## config.mk

```make
export PLATFORM = sky130hd
export DESIGN_NAME = mem_xfer_sequencer
export DESIGN_NICKNAME = d
export VERILOG_FILES = /design/src/rtl/mem_xfer_pkg.sv /design/src/rtl/mem_xfer_channel.sv /design/src/rtl/mem_xfer_sequencer.sv
export SDC_FILE = /design/constraint.sdc
export NUM_CORES = 1
export LEC_CHECK = 0
export BUFFER_PORTS_ARGS = -buffer_cell sky130_fd_sc_hd__buf_2
export CAP_MARGIN = 15
export CORE_ASPECT_RATIO = 1.5
export CORE_MARGIN = 1.5
export CORE_UTILIZATION = 44
export CTS_CLUSTER_DIAMETER = 200
export DETAILED_ROUTE_END_ITERATION = 12
export PLACE_DENSITY = 0.67
export SLEW_MARGIN = 20
export SYNTH_ARGS = -nofsm -noshare
export SYNTH_HDL_FRONTEND = slang
export SYNTH_SLANG_ARGS = --single-unit
```

## constraint.sdc

```tcl
create_clock -name clk -period 2.45 [get_ports clk]
set_input_delay 0.1225 -clock clk [delete_from_list [all_inputs] [get_ports clk]]
set_output_delay 0.1225 -clock clk [all_outputs]
set_load 0.05 [all_outputs]
```

## src/rtl/mem_xfer_pkg.sv

```systemverilog
// Shared types and channel assignments for the memory transfer sequencer.
package mem_xfer_pkg;

    typedef enum logic [1:0] {
        XS_IDLE = 2'd0,
        XS_RUN  = 2'd1,
        XS_TAIL = 2'd2
    } xfer_state_t;

    localparam int CH_WEIGHT = 0;
    localparam int CH_INPUT  = 1;
    localparam int CH_OUT_LD = 2;
    localparam int CH_OUT_WR = 3;

endpackage

```

## src/rtl/mem_xfer_channel.sv

```systemverilog
// One transfer channel: index counter, optional write-tail drain, done pulse and sticky error.
//
// state   | meaning
// XS_IDLE | waiting for start; done pulses here for one cycle after completion
// XS_RUN  | idx addresses a live element, advances when en=1
// XS_TAIL | write pipeline draining, idx parked on last element
module mem_xfer_channel
    import mem_xfer_pkg::*;
#(
    parameter int IDX_W   = 6,
    parameter int TAIL_W  = 3,
    parameter int WR_TAIL = 2
) (
    input  logic             clk,
    input  logic             rst_n,
    input  logic             start,
    input  logic             abort,
    input  logic             en,
    input  logic             mode,
    input  logic [IDX_W-1:0] len,
    input  logic             clear_err,
    output logic             busy,
    output logic             valid,
    output logic [IDX_W-1:0] idx,
    output logic             done,
    output logic             err
);

    localparam bit HAS_TAIL = (WR_TAIL > 0);

    xfer_state_t       state;
    logic [IDX_W-1:0]  len_q;
    logic              mode_q;
    logic [TAIL_W-1:0] tail_cnt;
    logic [IDX_W-1:0]  idx_last;

    // len_q is never zero outside IDLE, so this cannot underflow where it is used
    assign idx_last = len_q - IDX_W'(1);
    assign busy     = (state != XS_IDLE);
    assign valid    = (state == XS_RUN);

    always_ff @(posedge clk or negedge rst_n) begin
        if (!rst_n) begin
            state    <= XS_IDLE;
            idx      <= '0;
            len_q    <= '0;
            mode_q   <= 1'b0;
            tail_cnt <= '0;
            done     <= 1'b0;
            err      <= 1'b0;
        end else begin
            done <= 1'b0;

            if (start && !abort && (state != XS_IDLE))
                err <= 1'b1;
            else if (clear_err)
                err <= 1'b0;

            case (state)
                XS_IDLE: begin
                    if (start && !abort) begin
                        len_q  <= len;
                        mode_q <= mode;
                        idx    <= '0;
                        if (len == '0)
                            done <= 1'b1;
                        else
                            state <= XS_RUN;
                    end
                end
                XS_RUN: begin
                    if (abort) begin
                        state <= XS_IDLE;
                        idx   <= '0;
                    end else if (en) begin
                        if (idx == idx_last) begin
                            if (mode_q && HAS_TAIL) begin
                                state    <= XS_TAIL;
                                tail_cnt <= TAIL_W'(WR_TAIL);
                            end else begin
                                state <= XS_IDLE;
                                idx   <= '0;
                                done  <= 1'b1;
                            end
                        end else begin
                            idx <= idx + IDX_W'(1);
                        end
                    end
                end
                XS_TAIL: begin
                    if (abort) begin
                        state    <= XS_IDLE;
                        idx      <= '0;
                        tail_cnt <= '0;
                    end else if (en) begin
                        if (tail_cnt == TAIL_W'(1)) begin
                            state    <= XS_IDLE;
                            idx      <= '0;
                            tail_cnt <= '0;
                            done     <= 1'b1;
                        end else begin
                            tail_cnt <= tail_cnt - TAIL_W'(1);
                        end
                    end
                end
                default: begin
                    state <= XS_IDLE;
                    idx   <= '0;
                end
            endcase
        end
    end

endmodule

```

## src/rtl/mem_xfer_sequencer.sv

```systemverilog
// Bank of independent transfer channels feeding idx/valid to the memory and file I/O blocks.
module mem_xfer_sequencer
    import mem_xfer_pkg::*;
#(
    parameter int NUM_CH  = 4,
    parameter int IDX_W   = 6,
    parameter int TAIL_W  = 3,
    parameter int WR_TAIL = 2
) (
    input  logic                    clk,
    input  logic                    rst_n,
    input  logic [NUM_CH-1:0]       start,
    input  logic [NUM_CH-1:0]       abort,
    input  logic [NUM_CH-1:0]       en,
    input  logic [NUM_CH-1:0]       mode,
    input  logic [NUM_CH*IDX_W-1:0] len,
    input  logic                    clear_err,
    output logic [NUM_CH-1:0]       busy,
    output logic [NUM_CH-1:0]       valid,
    output logic [NUM_CH*IDX_W-1:0] idx,
    output logic [NUM_CH-1:0]       done,
    output logic [NUM_CH-1:0]       err
);

    for (genvar g = 0; g < NUM_CH; g++) begin : g_ch
        mem_xfer_channel #(
            .IDX_W   (IDX_W),
            .TAIL_W  (TAIL_W),
            .WR_TAIL (WR_TAIL)
        ) u_ch (
            .clk       (clk),
            .rst_n     (rst_n),
            .start     (start[g]),
            .abort     (abort[g]),
            .en        (en[g]),
            .mode      (mode[g]),
            .len       (len[g*IDX_W +: IDX_W]),
            .clear_err (clear_err),
            .busy      (busy[g]),
            .valid     (valid[g]),
            .idx       (idx[g*IDX_W +: IDX_W]),
            .done      (done[g]),
            .err       (err[g])
        );
    end

endmodule

```

* Word level (Yosys, flattened, before mapping)
Cells that the tools add are included.
Storage, ports and cells: output and inout port bits 40, flip-flop bits (word level) 80, bits of input ports 43, word-level logic and storage cells 301
Cells by class: muxes and demuxes 153, reductions and logical operators 48, equal/unequal tests 60, add/subtract/negate cells 12
Operator list (number):
- $mux W6 | 32
- $mux W3 | 28
- $mux W2 | 36
- $pmux W6 S3 | 4
- $reduce_and A6 Y1 | 8
- $mux W1 | 41
- $ne A2 B2 Y1 const B | 20
- $ne A3 B3 Y1 const B | 12
- $add A6 B1 Y6 const B | 4
- $eq A6 B6 Y1 | 4
- $logic_not A6 Y1 | 4
- $pmux W2 S3 | 4
- $pmux W3 S2 | 4
- $reduce_bool A2 Y1 | 12
- $sub A6 B1 Y6 const B | 4
- $reduce_and A5 Y1 | 4
- $ne A4 B4 Y1 const B | 4
- $eq A3 B1 Y1 const B | 4
- $ne A3 B2 Y1 const B | 4
- $pmux W1 S3 | 4
- $sub A3 B1 Y3 const B | 4
- $eq A2 B1 Y1 const B | 4
- $eq A2 B2 Y1 const B | 4
- $logic_and A1 B1 Y1 | 8
- 4 further kinds | 16

* Longest topological paths before layout
depth in word-level cells 6, mapped depth 9, depth with buffers taken out 8

* Cells and area by module
A second synthesis with hierarchy kept.
Unflattened totals: cell total of the unflattened synthesis 538, area, all modules 5079.9 um2
By module, submodules not included:
- mem_xfer_channel at g_ch[2].u_ch ... | cells an instance 129, seq. area each 500.5 um2, area each 1241.2 um2, instances 2
- mem_xfer_channel at g_ch[1].u_ch | cells an instance 147, seq. area each 500.5 um2, area each 1337.5 um2, instances 1
- mem_xfer_channel at g_ch[0].u_ch | cells an instance 133, seq. area each 500.5 um2, area each 1260.0 um2, instances 1

* Worst setup path after synthesis
OpenSTA, ideal clock, no wires.
kind register to register, start reg g_ch[2].u_ch.len_q[0], end reg g_ch[2].u_ch.idx[0], stages on the path, launching flop included 7, slack 174 ps, data arrival time 2158 ps, period minus slack after synthesis 2276 ps, library setup time 118 ps, buffers on the path 0, data required time 2332 ps, cells stage by stage dfrtp_1 > or4_4 > or3_4 > a2111oi_4 > a21oi_1 > nor3b_1 > a21o_1
On the way: word-level cells in the longest chain between the ends 6, elaborated cells between the ends (all ways) 8, those cells by class add/sub: 1; eq/ne: 2; mux: 4; reduce/logical: 1
Ends and longest elaborated chain:
- start: declaration | RTL line mem_xfer_channel.sv:32 | logic [IDX_W-1:0] len_q;
- start signal: assignment | RTL line mem_xfer_channel.sv:62 | len_q <= len;
- $sub A6 B1 Y6 (*) | RTL line mem_xfer_channel.sv:38 | assign idx_last = len_q - IDX_W'(1);
- $eq A6 B6 Y1 (*) | RTL line mem_xfer_channel.sv:76 | if (idx == idx_last) begin
- $mux W6 | RTL line mem_xfer_channel.sv:76
- $mux W6 | RTL line mem_xfer_channel.sv:75 | end else if (en) begin
- $mux W6 | RTL line mem_xfer_channel.sv:72 | if (abort) begin
- $pmux W6 S3 | RTL line mem_xfer_channel.sv:59 | case (state)
- end signal: assignment | RTL line mem_xfer_channel.sv:86 | idx <= idx + IDX_W'(1);
- end: declaration | RTL line mem_xfer_channel.sv:24 | output logic [IDX_W-1:0] idx,
Every way passes the cells marked *; elsewhere a longest branch is shown, timed or not. The select of a mux whose other input is x is not followed. A chain may end at the register's enable or synchronous reset.

* Worst setup path in the final report
start reg g_ch[2].u_ch.len_q[0], end reg g_ch[2].u_ch.tail_cnt[0]
On the way: word-level cells in the longest chain between the ends 4
Ends and longest elaborated chain:
- $sub A6 B1 Y6 | RTL line mem_xfer_channel.sv:38
- $eq A6 B6 Y1 | RTL line mem_xfer_channel.sv:76
- $ne A2 B2 Y1 (no source line)
- $reduce_and A6 Y1 (no source line)
- end signal: assignment | RTL line mem_xfer_channel.sv:79 | tail_cnt <= TAIL_W'(WR_TAIL);
- end signal: assignment | RTL line mem_xfer_channel.sv:102 | tail_cnt <= tail_cnt - TAIL_W'(1);
- end: declaration | RTL line mem_xfer_channel.sv:34 | logic [TAIL_W-1:0] tail_cnt;
No other way between the ends.

==> flow_summary.yaml <==
grt:
  antenna_found_initial: 0
  grt_pass1_vias: 4222
  grt_usage_pct: 20.14
  grt_max_degree: 49
  grt_overflow: 0
  grt_pass1_wl_um: 19750
timing:
  finalMaxSlewViolations: 0
  finalHoldViolations: 0
  clock-skew-final_ns: 0.004738
  max_freq_ghz: 0.4300
  timing.final.ws_setup_ns: 0.1242
  worst_pin_slew_ns: 0.9891
  period_needed_ns: 2.326
  setup_violations: 0
  finalCritPeriodShare_pct: 94.93
  whs_ns: 0.01127
  tns_ns: 0
  slew_headroom_pct: 33.61
  rsz0062_at_grt: "false"
yosys:
  synthArstFlopShare_pct: 100.0
  syn-num-nets: 591
  yosysTopAreaCellShare_pct: 40.35
  synth_top_area_cell: "dfrtp_1"
  synthTopCellsByArea: "dfrtp_1, mux2_2, ha_1"
  syn_avg_cell_area_um2: 9.325
  synth-seq-area-share_pct: 40.35
  synth_ff_type: "dfrtp_1"
  syn_inst: 532
  synthesis.area_um2: 4961
  ys_seq_elements: 80
  synth_cell_types: 62
  yosys_warnings: 0
  synth_edf_count: 0
placement:
  pre_cts_ws_ns: 0.06629
  placed_area_um2: 5509
  gp_congestion: 0.8913
  place_inst: 749
  io_buffers: 82
  place.detailed.hpwl_um: 8710
die:
  start_util_pct: 45.11
  fp-row-count: 47
  core_um2: 11000
  die_area_um2: 11930
  die_x_um: 89.70
  ios: 83
  die_h_um: 133.0
setup_path:
  max_stage_delay_ns: 0.53
  r2r_end: "g_ch[2].u_ch.tail_cnt[0]"
  worstSetupStartpointType: "register"
  critical_path_class: "register to register"
  crit_path_end_kind: "register"
  critPathMaxFanout: 9
  crit_required_ns: 2.67
  cpMaxStageDelayCell: "or4_4"
  crit_arrival_ns: 2.54
  r2r-start: "g_ch[2].u_ch.len_q[0]"
  crit_path_cell_trace: "or4_4, or3_4, a2111oi_4, nand2_4, o21ai_2, a31oi_1"
  r2r_cells: 6
  ff2ff_setup_slack_ns: 0.12
cells_and_area:
  final_net_count: 682
  instances_no_fill: 775
  diodes: 0
  drive_above_1_share_pct: 23.89
  postLayoutCellArea_um2: 5932
  fin_util_pct: 53.94
  area_growth_pct: 19.57
worst_hold_path:
  holdPathEnd: "g_ch[0].u_ch.len_q[1]"
  hp-start: "len[1]"
  whs_path_depth: 3
  hp-class: "input port to register"
clocking:
  clk_pin_slew_worst_paths_ns: 0.06
  insertion_delay_ns: 0.34
  root_buffer: "clkbuf_16"
  htree_num_levels: 3
  cts_tree: "built"
  cts_buffers: 9
  cts_max_path_buffers: 2
  clock_sinks: 80
detailed_routing:
  drtAntennaViolNets: 0
  drt_iter0_drc: 166
  wl_per_cell_um: 15.17
  drcViolationCount: 0
  dr_total_vias: 4324
  viasPerCell: 5.579
  finalWirelength_um: 11760
  drtPass1Iterations: 4
pwr:
  p_per_area_nw_per_um2: 1099
  p_total_mw: 6.521
  irDropWorstVdd_uv: 555.8
  power_leakage_nw: 2.716
job:
  max_cap_violations: 0
outcome:
  status: "finished, final reports clean"
synthesized netlist by cell type (6+ instances only):
| cell type | instances |
|---|---|
| o21ai_0 | 24 |
| or3_1 | 6 |
| ha_1 | 16 |
| clkbuf_1 | 7 |
| inv_1 | 44 |
| nand3_1 | 12 |
| a21oi_1 | 20 |
| xnor2_1 | 13 |
| nand3b_1 | 7 |
| dfrtp_1 | 80 |
| mux2_2 | 22 |
| o31ai_1 | 11 |
| xor2_1 | 12 |
| o22ai_1 | 10 |
| a31oi_1 | 11 |
| nand2b_1 | 15 |
| nand2_1 | 50 |
| or4_1 | 8 |
| nor2_1 | 31 |
| nor3_1 | 13 |
| buf_4 | 17 |
| nor2b_1 | 7 |
worst max-delay path, delay by kind of cell, from the launching register on:
kind               cells  cell delay [ns]
AOI/OAI and AO/OA      3             0.70
DFF                    1             0.42
and+or+nand+nor        3             1.08
what timing repair did:
action	4_1_cts	5_1_grt
resized for setup	0	6
setup endpoints to repair	0	15
hold buffers	8	0
setup buffers	0	2
endpoints found under the hold margin	39	0
flip-flops by register name, indices dropped and copies added (netlist names):
signal / count
g_ch.u_ch.done: 4
g_ch.u_ch.idx: 24
g_ch.u_ch.state: 8
g_ch.u_ch.mode_q: 4
g_ch.u_ch.len_q: 24
g_ch.u_ch.err: 4
g_ch.u_ch.tail_cnt: 12
how the worst max path moves through the flow:
stage,from,endpoint
3_5_place_dp,g_ch[2].u_ch.len_q[0],g_ch[2].u_ch.tail_cnt[0]
6_report,g_ch[2].u_ch.len_q[0],g_ch[2].u_ch.tail_cnt[0]
3_3_place_gp,g_ch[2].u_ch.len_q[0],g_ch[2].u_ch.idx[0]
5_1_grt,g_ch[3].u_ch.len_q[0],g_ch[3].u_ch.tail_cnt[0]
2_1_floorplan,g_ch[2].u_ch.len_q[0],g_ch[2].u_ch.idx[0]
4_1_cts,g_ch[2].u_ch.len_q[0],g_ch[2].u_ch.tail_cnt[0]
cells by family after synthesis:
family                     share of synthesized area, %
adders and majority gates                         4.035
DFF                                               40.35
buffers and inverters                             6.532
AOI/OAI and AO/OA                                 19.90
xor gates and xnor gates                          4.414
and+or+nand+nor                                   18.76
muxes                                             6.003
report_power, final:
part | internal [mW] | switching [mW] | leakage (nW)
Sequential | 1.72 | 0.466 | 1.03
Combinational | 1.17 | 1.85 | 1.55
Clock | 0.783 | 0.533 | 0.138
Total | 3.67 | 2.85 | 2.72
area by class of cell:
| cell class | instances | area, um2 |
|---|---|---|
| clock inverter | 6 | 60.06 |
| tap | 147 | 183.9 |
| multi-input combinational | 383 | 2670 |
| inverter | 44 | 165.2 |
| sequential | 80 | 2002 |
| fill | 1022 | 5065 |
| clock buffer | 10 | 229.0 |
| timing repair buffer | 105 | 621.8 |
cell usage in the layout, fill, tap and decap left out, drive strengths merged, types with 11 or more instances in the layout:
cell / Yosys / layout
a21oi: 20 / 20
a31oi: 11 / 11
buf: 18 / 97
dfrtp: 80 / 80
ha: 16 / 16
inv: 44 / 44
mux2: 22 / 22
nand2: 51 / 51
nand2b: 15 / 15
nand3: 12 / 12
nor2: 31 / 31
nor3: 13 / 13
o21ai: 31 / 31
o31ai: 11 / 11
xnor2: 13 / 13
xor2: 12 / 12
per-layer routing:
| metal | vias up | wire [um] | global-route usage, % | part of all wire, % |
|---|---|---|---|---|
| li1 | 2105 | - | - | - |
| met1 | 2081 | 5040 | 23.95 | 43 |
| met2 | 114 | 5986 | 35.33 | 51 |
| met3 | 24 | 424 | 3.851 | 3.6 |
| met4 | 0 | 304 | 8.642 | 2.6 |
| met5 | - | 0 | 0 | 0 |
Power figures use the tool's default switching activity.
